===== src/rtl/soc_debug_pkg.sv =====
// Shared types and helpers for the SoC debug console UART path:
// FSM encodings, record format and ASCII conversion.
package soc_debug_pkg;

  typedef enum logic [1:0] {
    BIT_IDLE,
    BIT_START,
    BIT_DATA,
    BIT_STOP
  } bit_state_e;

  typedef enum logic [1:0] {
    SEL_HI,
    SEL_LO,
    SEL_CR,
    SEL_LF
  } char_sel_e;

  localparam logic [7:0] ASCII_CR   = 8'h0D;
  localparam logic [7:0] ASCII_LF   = 8'h0A;
  localparam logic [7:0] ASCII_BANG = 8'h21;

  // One queued console event: a hex byte, or an error marker when err is set.
  typedef struct packed {
    logic       err;
    logic [7:0] data;
  } hex_rec_t;

  function automatic logic [7:0] nibble_to_ascii(input logic [3:0] nib);
    if (nib < 4'd10) return 8'h30 + {4'h0, nib};
    else return 8'h37 + {4'h0, nib};
  endfunction

endpackage


===== src/rtl/sync_fifo.sv =====
// Single-clock show-ahead FIFO; a push on a full queue is accepted
// when a pop happens in the same cycle.
module sync_fifo #(
  parameter int WIDTH = 8,
  parameter int DEPTH = 4
) (
  input  logic                   clk,
  input  logic                   rst_n,
  input  logic                   push,
  input  logic [WIDTH-1:0]       wdata,
  input  logic                   pop,
  output logic [WIDTH-1:0]       rdata,
  output logic                   full,
  output logic                   empty,
  output logic [$clog2(DEPTH):0] count
);

  localparam int AW = $clog2(DEPTH);

  logic [WIDTH-1:0] mem [DEPTH];
  logic [AW-1:0]    wr_ptr;
  logic [AW-1:0]    rd_ptr;
  logic [AW:0]      cnt_q;
  logic             do_push;
  logic             do_pop;

  assign full    = (cnt_q == (AW+1)'(DEPTH));
  assign empty   = (cnt_q == '0);
  assign do_pop  = pop && !empty;
  assign do_push = push && (!full || do_pop);
  assign rdata   = mem[rd_ptr];
  assign count   = cnt_q;

  // Pointers wrap naturally because DEPTH is a power of two.
  always_ff @(posedge clk or negedge rst_n) begin
    if (!rst_n) begin
      for (int i = 0; i < DEPTH; i++) mem[i] <= '0;
      wr_ptr <= '0;
      rd_ptr <= '0;
      cnt_q  <= '0;
    end else begin
      if (do_push) begin
        mem[wr_ptr] <= wdata;
        wr_ptr      <= wr_ptr + 1'b1;
      end
      if (do_pop) rd_ptr <= rd_ptr + 1'b1;
      case ({do_push, do_pop})
        2'b10:   cnt_q <= cnt_q + 1'b1;
        2'b01:   cnt_q <= cnt_q - 1'b1;
        default: ;
      endcase
    end
  end

endmodule


===== src/rtl/hex_uart_tx.sv =====
// Debug console: queues every change of the SoC hex byte / error flag and
// prints it on a UART 8N1 line as two hex digits or '!', optionally plus CR LF.
module hex_uart_tx
  import soc_debug_pkg::*;
#(
  parameter int CLKS_PER_BIT = 868,
  parameter int FIFO_DEPTH   = 4,
  parameter int SEND_NEWLINE = 1
) (
  input  logic       i_clock,
  input  logic       i_reset,
  input  logic [7:0] i_hex_byte,
  input  logic       i_error,
  output logic       o_tx,
  output logic       o_busy,
  output logic       o_overflow
);

  localparam int BAUD_W = $clog2(CLKS_PER_BIT);
  localparam int CNT_W  = $clog2(FIFO_DEPTH) + 1;
  localparam int OCC_W  = CNT_W + 1;
  localparam logic [BAUD_W-1:0] BAUD_RELOAD = BAUD_W'(CLKS_PER_BIT - 1);
  localparam logic [OCC_W-1:0]  DEPTH_OCC   = OCC_W'(FIFO_DEPTH);
  localparam bit NEWLINE = (SEND_NEWLINE != 0);

  logic [7:0] prev_byte;
  logic       prev_error;
  logic       byte_chg;
  logic       err_rise;

  hex_rec_t   stage_q [2];
  hex_rec_t   stage_n [2];
  logic [1:0] stage_cnt;
  logic [1:0] stage_cnt_n;
  hex_rec_t   cand [3];
  logic [1:0] n_cand;
  logic [OCC_W-1:0] room;
  logic       drop;
  logic       overflow_q;

  logic       fifo_push;
  hex_rec_t   fifo_wdata;
  logic       fifo_pop;
  logic [8:0] fifo_rdata;
  logic       fifo_full;
  logic       fifo_empty;
  logic [CNT_W-1:0] fifo_count;

  bit_state_e        state, state_n;
  logic [BAUD_W-1:0] baud_cnt, baud_n;
  logic [2:0]        bit_idx, bit_idx_n;
  char_sel_e         char_sel, sel_n, sel_next;
  hex_rec_t          cur_rec, rec_n;
  logic              has_next;
  logic              bit_done;
  logic [7:0]        char_n;
  logic              tx_q, tx_n;
  logic              busy_q, busy_n;

  function automatic logic [7:0] char_of(input hex_rec_t r, input char_sel_e s);
    case (s)
      SEL_HI:  return r.err ? ASCII_BANG : nibble_to_ascii(r.data[7:4]);
      SEL_LO:  return nibble_to_ascii(r.data[3:0]);
      SEL_CR:  return ASCII_CR;
      default: return ASCII_LF;
    endcase
  endfunction

  assign byte_chg = (i_hex_byte != prev_byte);
  assign err_rise = i_error && !prev_error;

  // Staged records are always older than this cycle's events, so they go
  // first. The staging slots count against queue capacity, which keeps the
  // FIFO itself from ever refusing a push.
  always_comb begin
    cand[0]  = stage_q[0];
    cand[1]  = stage_q[1];
    cand[2]  = '0;
    n_cand   = stage_cnt;
    room     = DEPTH_OCC - (OCC_W'(fifo_count) + OCC_W'(stage_cnt)) + OCC_W'(fifo_pop);
    drop     = 1'b0;
    if (byte_chg) begin
      if (room != '0 && n_cand != 2'd3) begin
        cand[n_cand] = '{err: 1'b0, data: i_hex_byte};
        n_cand       = n_cand + 2'd1;
        room         = room - 1'b1;
      end else begin
        drop = 1'b1;
      end
    end
    if (err_rise) begin
      if (room != '0 && n_cand != 2'd3) begin
        cand[n_cand] = '{err: 1'b1, data: 8'h00};
        n_cand       = n_cand + 2'd1;
      end else begin
        drop = 1'b1;
      end
    end
    fifo_push   = (n_cand != 2'd0) && (!fifo_full || fifo_pop);
    fifo_wdata  = cand[0];
    stage_cnt_n = (n_cand == 2'd0) ? 2'd0 : n_cand - 2'd1;
    stage_n[0]  = cand[1];
    stage_n[1]  = cand[2];
  end

  always_ff @(posedge i_clock or negedge i_reset) begin
    if (!i_reset) begin
      prev_byte  <= 8'h00;
      prev_error <= 1'b0;
      stage_q[0] <= '0;
      stage_q[1] <= '0;
      stage_cnt  <= 2'd0;
      overflow_q <= 1'b0;
    end else begin
      prev_byte  <= i_hex_byte;
      prev_error <= i_error;
      stage_q[0] <= stage_n[0];
      stage_q[1] <= stage_n[1];
      stage_cnt  <= stage_cnt_n;
      overflow_q <= overflow_q | drop;
    end
  end

  sync_fifo #(
    .WIDTH($bits(hex_rec_t)),
    .DEPTH(FIFO_DEPTH)
  ) u_fifo (
    .clk   (i_clock),
    .rst_n (i_reset),
    .push  (fifo_push),
    .wdata (fifo_wdata),
    .pop   (fifo_pop),
    .rdata (fifo_rdata),
    .full  (fifo_full),
    .empty (fifo_empty),
    .count (fifo_count)
  );

  always_comb begin
    has_next = 1'b0;
    sel_next = SEL_LF;
    case (char_sel)
      SEL_HI: begin
        if (!cur_rec.err) begin
          has_next = 1'b1;
          sel_next = SEL_LO;
        end else if (NEWLINE) begin
          has_next = 1'b1;
          sel_next = SEL_CR;
        end
      end
      SEL_LO: begin
        if (NEWLINE) begin
          has_next = 1'b1;
          sel_next = SEL_CR;
        end
      end
      SEL_CR: begin
        has_next = 1'b1;
        sel_next = SEL_LF;
      end
      default: ;
    endcase
  end

  assign bit_done = (baud_cnt == '0);

  // Every bit loads the reload value on entry and ends when the count hits 0.
  always_comb begin
    state_n   = state;
    baud_n    = baud_cnt;
    bit_idx_n = bit_idx;
    sel_n     = char_sel;
    rec_n     = cur_rec;
    fifo_pop  = 1'b0;
    case (state)
      BIT_IDLE: begin
        if (!fifo_empty) begin
          fifo_pop = 1'b1;
          rec_n    = fifo_rdata;
          sel_n    = SEL_HI;
          state_n  = BIT_START;
          baud_n   = BAUD_RELOAD;
        end
      end
      BIT_START: begin
        if (bit_done) begin
          state_n   = BIT_DATA;
          bit_idx_n = 3'd0;
          baud_n    = BAUD_RELOAD;
        end else begin
          baud_n = baud_cnt - 1'b1;
        end
      end
      BIT_DATA: begin
        if (bit_done) begin
          baud_n = BAUD_RELOAD;
          if (bit_idx == 3'd7) state_n = BIT_STOP;
          else bit_idx_n = bit_idx + 3'd1;
        end else begin
          baud_n = baud_cnt - 1'b1;
        end
      end
      default: begin
        if (bit_done) begin
          if (has_next) begin
            sel_n   = sel_next;
            state_n = BIT_START;
            baud_n  = BAUD_RELOAD;
          end else begin
            state_n = BIT_IDLE;
          end
        end else begin
          baud_n = baud_cnt - 1'b1;
        end
      end
    endcase

    // Line and busy are driven from next-state values so both are registered.
    char_n = char_of(rec_n, sel_n);
    case (state_n)
      BIT_START: tx_n = 1'b0;
      BIT_DATA:  tx_n = char_n[bit_idx_n];
      default:   tx_n = 1'b1;
    endcase
    busy_n = (state_n != BIT_IDLE) || !fifo_empty || (stage_cnt != 2'd0);
  end

  always_ff @(posedge i_clock or negedge i_reset) begin
    if (!i_reset) begin
      state    <= BIT_IDLE;
      baud_cnt <= '0;
      bit_idx  <= 3'd0;
      char_sel <= SEL_HI;
      cur_rec  <= '0;
      tx_q     <= 1'b1;
      busy_q   <= 1'b0;
    end else begin
      state    <= state_n;
      baud_cnt <= baud_n;
      bit_idx  <= bit_idx_n;
      char_sel <= sel_n;
      cur_rec  <= rec_n;
      tx_q     <= tx_n;
      busy_q   <= busy_n;
    end
  end

  assign o_tx       = tx_q;
  assign o_busy     = busy_q;
  assign o_overflow = overflow_q;

endmodule


===== config.mk =====
export PLATFORM = sky130hd
export DESIGN_NAME = hex_uart_tx
export DESIGN_NICKNAME = d
export VERILOG_FILES = /design/src/rtl/soc_debug_pkg.sv /design/src/rtl/sync_fifo.sv /design/src/rtl/hex_uart_tx.sv
export SDC_FILE = /design/constraint.sdc
export NUM_CORES = 1
export LEC_CHECK = 0
export CAP_MARGIN = 10
export CELL_PAD_IN_SITES_DETAIL_PLACEMENT = 0
export CELL_PAD_IN_SITES_GLOBAL_PLACEMENT = 1
export CORE_MARGIN = 4
export CORE_UTILIZATION = 35
export DETAILED_ROUTE_END_ITERATION = 8
export GPL_TIMING_DRIVEN = 0
export PLACE_DENSITY_LB_ADDON = 0.1
export SLEW_MARGIN = 20
export SYNTH_ARGS = -nofsm -noshare
export SYNTH_HDL_FRONTEND = slang
export SYNTH_SLANG_ARGS = --single-unit

===== constraint.sdc =====
create_clock -name i_clock -period 7.9 [get_ports i_clock]
set_input_delay 0.79 -clock i_clock [delete_from_list [all_inputs] [get_ports i_clock]]
set_output_delay 0.79 -clock i_clock [all_outputs]
set_load 0.01 [all_outputs]

=== Word level (Yosys, flattened, before mapping) ===
Index checks and enable logic that the tools add are counted.
W data, S select, Z words.

* Bits in registers: 101
* Output and inout bits: 3
* Logic and storage cells: 167

* Add/sub/neg operators: 17
* Order comparisons: 10
* Equality and inequality tests: 17
* Multiplexer cells: 61
* Bitwise gates (word level): 8
* Reductions and logical operators: 31

{| class="wikitable"
|+ Operators with widths
! cell !! number
|-
| $mux W27 || 4
|-
| $mux W9 || 7
|-
| $demux W9 S2 || 3
|-
| $mux W10 || 4
|-
| $bwmux W36 || 1
|-
| $add A6 B4 Y7 const A || 4
|-
| $mux W2 || 14
|-
| $bwmux W27 || 1
|-
| $and A24 B24 Y24 || 1
|-
| $not A24 Y24 || 1
|-
| $pmux W8 S3 || 1
|-
| $pmux W10 S2 || 1
|-
| $bmux W9 S2 || 1
|-
| $mux W7 || 2
|-
| $ge A3 B3 Y1 const B || 4
|-
| $not A2 Y3 || 4
|-
| $pmux W3 S2 || 2
|-
| $eq A2 B1 Y1 const B || 5
|-
| $eq A2 B2 Y1 const B || 5
|-
| $logic_not A10 Y1 || 1
|-
| $sub A10 B1 Y10 const B || 1
|-
| $logic_and A1 B1 Y1 || 9
|-
| $lt A3 B1 Y1 const B || 3
|-
| $mux W1 || 9
|-
| other kinds (32) || 56
|}

=== Depth between registers and ports, before layout ===
Gate-level depths: netlist of run 1.

* Depth after elaboration: 18
* Depth in mapped cells: 26
* Gate-level depth less buffers: 25

=== Cells and area by module ===
A second synthesis of run 1 with hierarchy kept.

* Cell total of the unflattened synthesis: 466
* Area total of the unflattened synthesis: 5351.4 um^2

{| class="wikitable"
|+ By module, submodules not included
! module !! times used !! cells an instance !! area an instance (um^2) !! seq. area each (um^2)
|-
| hex_uart_tx || 1 || 342 || 3382.0 || 1452.6
|-
| sync_fifo || 1 || 124 || 1969.4 || 1076.0
|}

=== Least setup slack after synthesis of run 1 ===
OpenSTA, ideal clock, no wires.

* Kind: flip-flop to flip-flop
* Start: reg state[0]
* End: reg u_fifo.cnt_q[2], in the netlist u_fifo.count[2]
* Library setup time: 0.080 ns
* Data arrival time: 5.340 ns
* Data required time: 7.820 ns
* Slack: 2.480 ns
* Stages on the path, launching flop included: 27
* Clock period less this slack: 5.420 ns
* Cells stage by stage: dfrtp_1 > inv_1 > ha_1 > inv_1 > nor2_1 > inv_1 > buf_6 > fa_1 > inv_1 > ha_1 > fa_1 > inv_1 > a31oi_1 > o41ai_4 > xnor2_1 > inv_1 > ha_1 > a211oi_4 > mux2i_4 > and2b_1 > inv_1 > ha_1 > inv_1 > fa_1 > xor2_1 > nor2_1 > xnor2_1

* Elaborated cells on any way between the ends: 26
* Those cells by class: add/sub (3); eq/ne (3); mux (8); reduce/logical (12)

{| class="wikitable"
|+ RTL lines
! element !! RTL line !! text
|-
| from (decl) || hex_uart_tx.sv:49 || <nowiki>bit_state_e state, state_n;</nowiki>
|-
| from (signal assigned) || hex_uart_tx.sv:239 || <nowiki>state <= state_n;</nowiki>
|-
| $logic_not A2 Y1 * || hex_uart_tx.sv:176 || <nowiki>case (state)</nowiki>
|-
| $mux W1 * || hex_uart_tx.sv:176 ||
|-
| $logic_and A1 B1 Y1 * || sync_fifo.sv:29 || <nowiki>assign do_pop = pop && !empty;</nowiki>
|-
| named net u_fifo.do_pop || sync_fifo.sv:25 || <nowiki>logic do_pop;</nowiki>
|-
| $logic_or A1 B1 Y1 || sync_fifo.sv:30 || <nowiki>assign do_push = push && (!full || do_pop);</nowiki>
|-
| $logic_and A1 B1 Y1 || sync_fifo.sv:30 ||
|-
| $eq A2 B1 Y1 or $eq A2 B2 Y1 (tied branches) || sync_fifo.sv:47 || <nowiki>case ({do_push, do_pop})</nowiki>
|-
| $pmux W3 S2 or $reduce_bool A2 Y1 (tied branches) || n/a ||
|-
| to (signal assigned) || sync_fifo.sv:48 || <nowiki>2'b10: cnt_q <= cnt_q + 1'b1;</nowiki>
|-
| to (signal assigned) || sync_fifo.sv:49 || <nowiki>2'b01: cnt_q <= cnt_q - 1'b1;</nowiki>
|-
| to (decl) || sync_fifo.sv:23 || <nowiki>logic [AW:0] cnt_q;</nowiki>
|}

Mark *: on every way through the listed nets, which the timed path passes. The rest lies on a longest branch.
A chain may end at the register's enable or synchronous reset.

=== Final worst setup path of run 1 ===
* Start: reg state[1]
* End: reg u_fifo.cnt_q[2], in the netlist u_fifo.count[2]

The elaborated chain is that of the path after synthesis.

==> flow_summary.toml, run 1 <==
[status]
status = "finished, final reports clean"

[global_routing]
grt_overflow = 0
grt_pass1_vias = 3509
grt_pass1_wl_mm = 18.3
grt_max_degree = 53
track_usage = 0.140
antenna_found_initial = 0

[worst_setup_path]
crit_arrival_ps = 6610
crit_required_ps = 8170
worstReg2RegStart = "state[1]"
critPathSlowestCell = "mux2i_4"
max_stage_delay_ps = 510
crit_start = "state[1]"
path_class = "reg -> reg"
cp_max_fo = 10
setup.worst_path.end_class = "flop"
cp-start-kind = "flop"
critPathMostFrequentCell = "inv_1"

[logic_synthesis]
synthArstFlopShare = 1.00
synth_nets = 497
netlist.area_leader.share = 0.474
syn_area_per_cell_sq_um = 11.5
netlist_top_cells_count = "100 x dfrtp_1, 40 x mux2_2, 38 x inv_1"
syn-cell-area_sq_mm = 0.00528
synth_most_common_cell = "dfrtp_1"
synth_seq_cells = 101
syn_inst = 459
yosysSeqAreaShare = 0.479
synth_edf_count = 0
synth_area_leaders = "dfrtp_1 47%, mux2_2 8.5%, ha_1 5.7%"
ys_types = 61
ys.warnings.count = 0
synth_top_area_cell = "dfrtp_1"
synth_top_flop_cell = "dfrtp_1"

[power]
clockPowerShare = 0.217
fin_total_pwr_mw = 1.95
p_leak_nw = 2.79
peakVddDrop_mv = 0.146
powerDensity_mw_per_mm2 = 328
p_sw_frac = 0.361
p_int_mw = 1.24
combPwrFrac = 0.418
p_switching_mw = 0.703
p_seq_frac = 0.366

[timing]
hold_violations = 0
finalWorstPathRequiredPeriod_ps = 6340
max_slew_margin = 0.495
setup_violations = 0
finClkSkew_ps = 10.2
rsz0062_at_grt = "false"
fin_crit_sh = 0.803
slew_violations = 0
worst_pin_slew_ps = 747
fin_tns_setup_ps = 0
max_clock_freq_mhz = 158
worst_hold_slack_ps = 386

[drt]
dr_wl_met3_microns = 359
drtIter0Drc = 142
vias_per_cell = 5.02
ant_nets = 0
vias = 3379
wl_per_cell_microns = 16.0
firstDrtPassIters = 4
top_layer = "met4"
wl_mm = 10.7
m1WireLength_mm = 5.12
drc = 0
wl_met2_mm = 5.21

[die]
die-area_sq_mm = 0.0171
row_count = 44
die_w_microns = 131
core_sq_mm = 0.0146
chipHeight_microns = 131
io_pins = 14
start_util = 0.360

[clock_tree]
tritoncts = "built"
clkSinkCount = 101
clk_latency_ps = 350
cts_made_buffers = 9
htree_levels = 3
cts.reportedPaths.clkPinSlew_ps = 70
hold_buffers = 0
clockBufferDepth = 2
clockRootBuffer = "clkbuf_16"
post_cts_buffers = 0
cts_resized = 0

[final_layout]
drive_above_1_share = 0.162
syn2layout_area_growth_pct = 12.6
final_nets = 522
antenna_cells = 0

[hold_path]
hp-class = "in -> async"

[placed_design]
gp_congestion = 0.782
place.port_buffers = 13
hpwlAfterDp_mm = 7.74

[flow_run]
drv_cap = 0
-- power groups by stage --
stage	sequential (mW)	combinational, mW	clock [mW]
floorplan	0.702	0.651	0
global placement	0.719	0.812	0
finish	0.712	0.813	0.422
global route	0.728	0.909	0.462
detailed placement	0.724	0.828	0
CTS	0.713	0.835	0.443
-- final cells by class --
cell class,instances,area [sq um]
buffer,8,38.8
clock buffer,11,233
sequential,101,2530
clock inverter,5,42.5
multi-input combinational,312,2560
tap,184,230
inverter,38,143
fill,1421,8700
timing repair buffer,14,159
-- per-layer routing --
metal	up-vias	track usage
met3	4	0.0402
met5	-	0
met2	47	0.225
met1	1669	0.186
met4	0	0.0375
li1	1659	-
-- worst max-delay path, delay by kind of cell, from the launching register on --
kind	cells	cell delay, ps
adder cells (fa/ha/maj)	7	1820
AND/OR/NAND/NOR	3	770
XOR/XNOR	3	720
flip-flops	1	410
AO/OA/AOI/OAI	3	970
buffers and inverters	9	1030
multiplexers	1	510
-- registers in the layout (all words and copies together), names as in the netlist, 3 cells and up --
register / flops
prev_byte: 8
u_fifo.mem: 36
baud_cnt: 10
bit_idx: 3
u_fifo.count: 3
cur_rec: 9
stage_q: 18
-- path summary, 6_finish.rpt --
path / to / slack, ps / cells after the start
worst min register to register: stage_q[17] / 470 / 1
max in group asynchronous: u_fifo.mem[8] / 6880 / 2
worst max register to register: u_fifo.count[2] / 1560 / 26
min in group i_clock: stage_q[17] / 470 / 1
worst min-delay path: baud_cnt[5] / 390 / 1
worst max-delay path: u_fifo.count[2] / 1560 / 26
-- per-stage QoR --
stage	instances	setup WS (ps)	area, sq um	util
after global placement	656	1540	5640	0.385
after floorplan	459	2480	5280	-
after detailed placement	657	1550	5660	0.387
final	673	1560	5940	0.406
after CTS	673	1420	5940	0.406
after global routing	673	952	5940	0.406
-- cell usage in the layout, fill, tap and decap left out, drive strengths merged, types with 3 or more instances in the layout --
cell type      count
clkdlybuf4s50     12
fa                 3
nor4               4
nor2              25
buf                5
mux4               9
nor3b              3
nor3               4
nand4              7
nand3             13
clkbuf            16
inv               41
nor2b              3
a31oi              6
mux2              42
or3                4
mux2i             20
and2              12
nand2             37
xnor2             24
dfrtp            100
o21ai             14
a21oi             23
ha                24
-- kinds of logic after synthesis --
logic type / after synthesis / synth area share
xor gates and xnor gates: 26 / 0.0432
buffers and inverters: 46 / 0.0344
adders and majority gates: 27 / 0.0683
AOI/OAI and AO/OA: 65 / 0.0823
and+or+nand+nor: 123 / 0.124
DFF: 101 / 0.479
muxes: 71 / 0.168
Note: power is estimated with default switching activity, not from simulation.
==> inputs of run 2 (changes only) <==
clock period = 5.9 ns   (was 7.9 ns; I/O delays follow)
==> flow_summary.toml, run 2 (synthesized netlist as in run 1, its figures left out) <==
[global_routing]
track_usage = 0.141
grt_pass1_wl_mm = 18.5
grt_overflow = 0
antenna_found_initial = 0
grt_pass1_vias = 3523
grt_max_degree = 53

[drt]
ant_nets = 0
vias_per_cell = 4.97
wl_per_cell_microns = 16.0
vias = 3372
wl_mm = 10.8
drc = 0
drtIter0Drc = 153
firstDrtPassIters = 4

[power]
combPwrFrac = 0.434
powerDensity_mw_per_mm2 = 446
peakVddDrop_mv = 0.196
p_int_mw = 1.71
p_seq_frac = 0.355
p_sw_frac = 0.361
clockPowerShare = 0.211
p_leak_nw = 2.83
p_switching_mw = 0.968

[clock_tree]
cts.reportedPaths.clkPinSlew_ps = 70
clockBufferDepth = 2
clk_latency_ps = 350
hold_buffers = 0
clockRootBuffer = "clkbuf_16"
cts_made_buffers = 9
htree_levels = 3
tritoncts = "built"
clkSinkCount = 101

[die]
row_count = 44
io_pins = 14
die_w_microns = 131
start_util = 0.360
die-area_sq_mm = 0.0171
core_sq_mm = 0.0146
chipHeight_microns = 131

[placed_design]
placed_cell_area_sq_mm = 0.00566
place.port_buffers = 13
place_ws_ps = -455
hpwlAfterDp_mm = 7.74
gp_congestion = 0.782
dpl.cell_count = 657

[timing]
setup_violations = 0
finalWorstPathRequiredPeriod_ps = 5450
rsz0062_at_grt = "false"
hold_violations = 0
fin_crit_sh = 0.923
slew_violations = 0
max_clock_freq_mhz = 184
fin_tns_setup_ps = 0
worst_pin_slew_ps = 752
finClkSkew_ps = 8.93
max_slew_margin = 0.492
setup_ws_ps = 454

[worst_setup_path]
crit_required_ps = 6170
cp_max_fo = 10
cp-start-kind = "flop"
crit_arrival_ps = 5710
worstSetupEndpoint = "u_fifo.count[2]"
reg2reg_to = "u_fifo.count[2]"
ff2ff_setup_slack_ps = 450
setup.worst_path.end_class = "flop"
reg2reg_depth = 24
crit_start = "u_fifo.count[0]"
worstReg2RegStart = "u_fifo.count[0]"
path_class = "reg -> reg"

[status]
status = "finished, final reports clean"

[final_layout]
drive_above_1_share = 0.180
postLayoutCoreUtil = 0.411
layout_common_cells = "100 x dfrtp_1, 40 x mux2_2, 38 x inv_1"
syn2layout_area_growth_pct = 14.0
fin_cells = 678
regMostFlops = "u_fifo.mem"
final_common_cell = "dfrtp_1"
final_cell_area_sq_mm = 0.00601
final_nets = 527
largest_reg_flops = 36
top_regs = "u_fifo.mem x36, stage_q x18, baud_cnt x10"
antenna_cells = 0

[flow_run]
drv_cap = 0

[hold_path]
hp-class = "in -> async"
-- run 2: cell types whose count changed in the layout (fill, tap and decap cells not counted), sizes merged --
cell / previous run / this run
buf: 5 / 10
-- run 2: through the flow --
stage | total power [mW] | hold slack, ps
final | 2.68 | 186
after global routing | 2.89 | 213
after CTS | 2.69 | 200
after detailed placement | 2.08 | 458
after global placement | 2.05 | 458
after floorplan | 1.81 | 294
-- run 2: metal layers --
metal / up-vias / share of wire / GRT usage
met5: - / 0 / 0
met4: 0 / 0.0084 / 0.0375
met3: 5 / 0.033 / 0.0402
met2: 46 / 0.48 / 0.227
met1: 1655 / 0.48 / 0.187
li1: 1666 / - / -
-- run 2: worst min path at each step --
stage                          start            to  slack (ps)  depth (start not counted)
final                        i_reset   baud_cnt[5]         190                          1
after CTS                    i_reset   baud_cnt[5]         200                          1
after detailed placement  stage_q[8]   stage_q[17]         460                          1
after floorplan              i_reset   baud_cnt[0]         290                          0
after global placement    stage_q[8]   stage_q[17]         460                          1
after global routing         i_reset  prev_byte[3]         210                          1
-- run 2: what timing repair did --
| action | CTS | global route |
|---|---|---|
| setup buffers | 1 | 4 |
| pin swaps | 0 | 2 |
| resized for setup | 3 | 4 |
| endpoints found under the setup margin | 3 | 2 |
-- run 2: critical path, cell delays in order, from the launching register on --
cell and delay, ps:
dfrtp_1 450, nor3_1 450, nor2_4 100, inv_1 130, buf_6 190, fa_1 180
inv_1 40, ha_1 180, fa_1 520, inv_1 90, a31oi_4 230, o41ai_4 170
xnor2_2 260, inv_1 140, ha_1 270, a211oi_4 370, mux2i_4 290, and2b_1 230
inv_1 60, ha_1 160, inv_1 60, fa_1 370, xor2_1 150, nor2_1 120
xnor2_1 130
-- run 2: power groups by stage --
stage	clock, mW	sequential, mW	combinational (mW)
after floorplan	0	0.939	0.872
after global placement	0	0.962	1.09
after detailed placement	0	0.969	1.11
after CTS	0.593	0.955	1.14
after global routing	0.619	0.975	1.30
final	0.566	0.952	1.16
-- run 2: cell type report --
type,count,area (sq um)
plain buffers,8,38.8
clock buffers,11,233
clock inverters,5,42.5
fillers,1414,8630
inverters,38,143
multi-input cells,312,2600
flip-flops and latches,101,2530
well taps,184,230
repair buffers,19,196
==> inputs of run 3 (changes only) <==
--- a/config.mk
+++ b/config.mk
@@ -9,4 +9,5 @@
 export CELL_PAD_IN_SITES_DETAIL_PLACEMENT = 0
 export CELL_PAD_IN_SITES_GLOBAL_PLACEMENT = 1
+export CORE_ASPECT_RATIO = 2
 export CORE_MARGIN = 4
 export CORE_UTILIZATION = 35
==> constraint.sdc (replaced) <==
create_clock -name i_clock -period 5.9 [get_ports i_clock]
set_input_delay 0.59 -clock i_clock [delete_from_list [all_inputs] [get_ports i_clock]]
set_output_delay 0.59 -clock i_clock [all_outputs]
set_load 0.005 [all_outputs]
==> flow_summary.toml, run 3 (synthesized netlist as in run 1, its figures left out) <==
[timing]
finalWorstPathRequiredPeriod_ps = 5590
max_clock_freq_mhz = 179
slew_violations = 0
fin_crit_sh = 0.947
hold_violations = 0
setup_violations = 0
worst_pin_slew_ps = 829
max_slew_margin = 0.440
fin_tns_setup_ps = 0
rsz0062_at_grt = "false"
setup_ws_ps = 311
finClkSkew_ps = 12.9

[worst_setup_path]
worstReg2RegStart = "state[0]"
worstSetupEndpoint = "u_fifo.count[2]"
critPathMostFrequentCell = "inv_1"
path_class = "reg -> reg"
reg2reg_to = "u_fifo.count[2]"
cp_max_fo = 10
ff2ff_setup_slack_ps = 310
cp-start-kind = "flop"
setup.worst_path.end_class = "flop"
crit_required_ps = 6170
critPathSlowestCell = "fa_1"
crit_start = "state[0]"
reg2reg_depth = 26
crit_arrival_ps = 5860
max_stage_delay_ps = 530

[power]
clockPowerShare = 0.222
powerDensity_mw_per_mm2 = 448
p_sw_frac = 0.366
combPwrFrac = 0.427
p_int_mw = 1.72
p_seq_frac = 0.351
p_switching_mw = 0.997
peakVddDrop_mv = 0.242
p_leak_nw = 2.85

[clock_tree]
clockRootBuffer = "clkbuf_16"
clk_latency_ps = 350
cts_made_buffers = 9
clockBufferDepth = 2
tritoncts = "built"
cts.reportedPaths.clkPinSlew_ps = 80
htree_levels = 3
clkSinkCount = 101

[placed_design]
place_ws_ps = -691
hpwlAfterDp_mm = 8.55
placed_cell_area_sq_mm = 0.00568
place.port_buffers = 13
gp_congestion = 0.761
dpl.cell_count = 668

[final_layout]
antenna_cells = 0
final_common_cell = "dfrtp_1"
final_nets = 527
postLayoutCoreUtil = 0.409
regMostFlops = "u_fifo.mem"
top_regs = "u_fifo.mem x36, stage_q x18, baud_cnt x10"
n_fill_cell = 1499
fin_cells = 689
layout_common_cells = "100 x dfrtp_1, 40 x mux2_2, 38 x inv_1"
final_cell_area_sq_mm = 0.00607
largest_reg_flops = 36
syn2layout_area_growth_pct = 15.0
drive_above_1_share = 0.186

[drt]
wl_mm = 11.3
drtIter0Drc = 101
vias_per_cell = 4.98
wl_per_cell_microns = 16.4
firstDrtPassIters = 4
drc = 0
ant_nets = 0
vias = 3428

[flow_run]
drv_cap = 0

[die]
die-area_sq_mm = 0.0172
die_w_microns = 94.8
start_util = 0.356
chipHeight_microns = 182
row_count = 63
io_pins = 14
core_sq_mm = 0.0148

[status]
status = "finished, final reports clean"

[global_routing]
grt_overflow = 0
track_usage = 0.143
grt_pass1_vias = 3726
grt_max_degree = 74
grt_pass1_wl_mm = 18.8
antenna_found_initial = 0

[hold_path]
hp-class = "in -> async"
-- run 3: worst min-delay path by stage --
stage                        start        endpoint  slack, ps
detailed placement  u_fifo.mem[35]  u_fifo.mem[35]        480
CTS                        i_reset     baud_cnt[4]        120
finish                     i_reset     baud_cnt[4]        110
global route               i_reset     baud_cnt[5]        130
floorplan                  i_reset     baud_cnt[0]        290
global placement       baud_cnt[0]     baud_cnt[0]        450
-- run 3: stage by stage --
stage               hold WS (ps)  power [mW]
floorplan                    294        1.81
global placement             454        2.04
detailed placement           475        2.09
CTS                          118        2.74
global route                 125        2.92
finish                       113        2.72
-- run 3: power groups by stage --
stage | Sequential [mW] | Clock (mW) | Combinational [mW]
2_1_floorplan | 0.939 | 0 | 0.872
3_3_place_gp | 0.960 | 0 | 1.08
3_5_place_dp | 0.969 | 0 | 1.12
4_1_cts | 0.955 | 0.632 | 1.15
5_1_grt | 0.978 | 0.662 | 1.28
6_report | 0.955 | 0.603 | 1.16
-- run 3: what timing repair did --
| item | 4_1_cts | 5_1_grt |
|---|---|---|
| gates resized for setup | 4 | 4 |
| setup endpoints to repair | 3 | 2 |
| hold endpoints to repair | 0 | 0 |
| pin swaps | 0 | 1 |
| hold buffers | 0 | 0 |
| setup buffers | 1 | 4 |
-- run 3: final cells by class --
type / count / area [sq um] / share of cell area
Sequential cell: 101 / 2530 / 0.417
Inverter: 38 / 143 / 0.0235
Timing Repair Buffer: 19 / 196 / 0.0324
Clock buffer: 9 / 225 / 0.0371
Clock inverter: 7 / 86.3 / 0.0142
Tap cell: 195 / 244 / 0.0402
Multi-Input combinational cell: 312 / 2610 / 0.429
Buffer: 8 / 38.8 / 0.00639
-- run 3: worst max-delay path, delay by kind of cell, from the launching register on --
kind / cells / cell delay, ps
adders and majority gates: 7 / 1960
AOI/OAI and AO/OA: 3 / 790
and+or+nand+nor: 3 / 440
muxes: 1 / 300
DFF: 1 / 430
xor gates and xnor gates: 3 / 600
buffers and inverters: 9 / 990
-- run 3: layer usage --
layer / vias up / track usage / routed length [microns]
met5: - / 0 / 0
met1: 1701 / 0.152 / 4090
met4: 0 / 0.0538 / 246
met2: 45 / 0.273 / 6720
met3: 16 / 0.0216 / 259
li1: 1666 / - / -
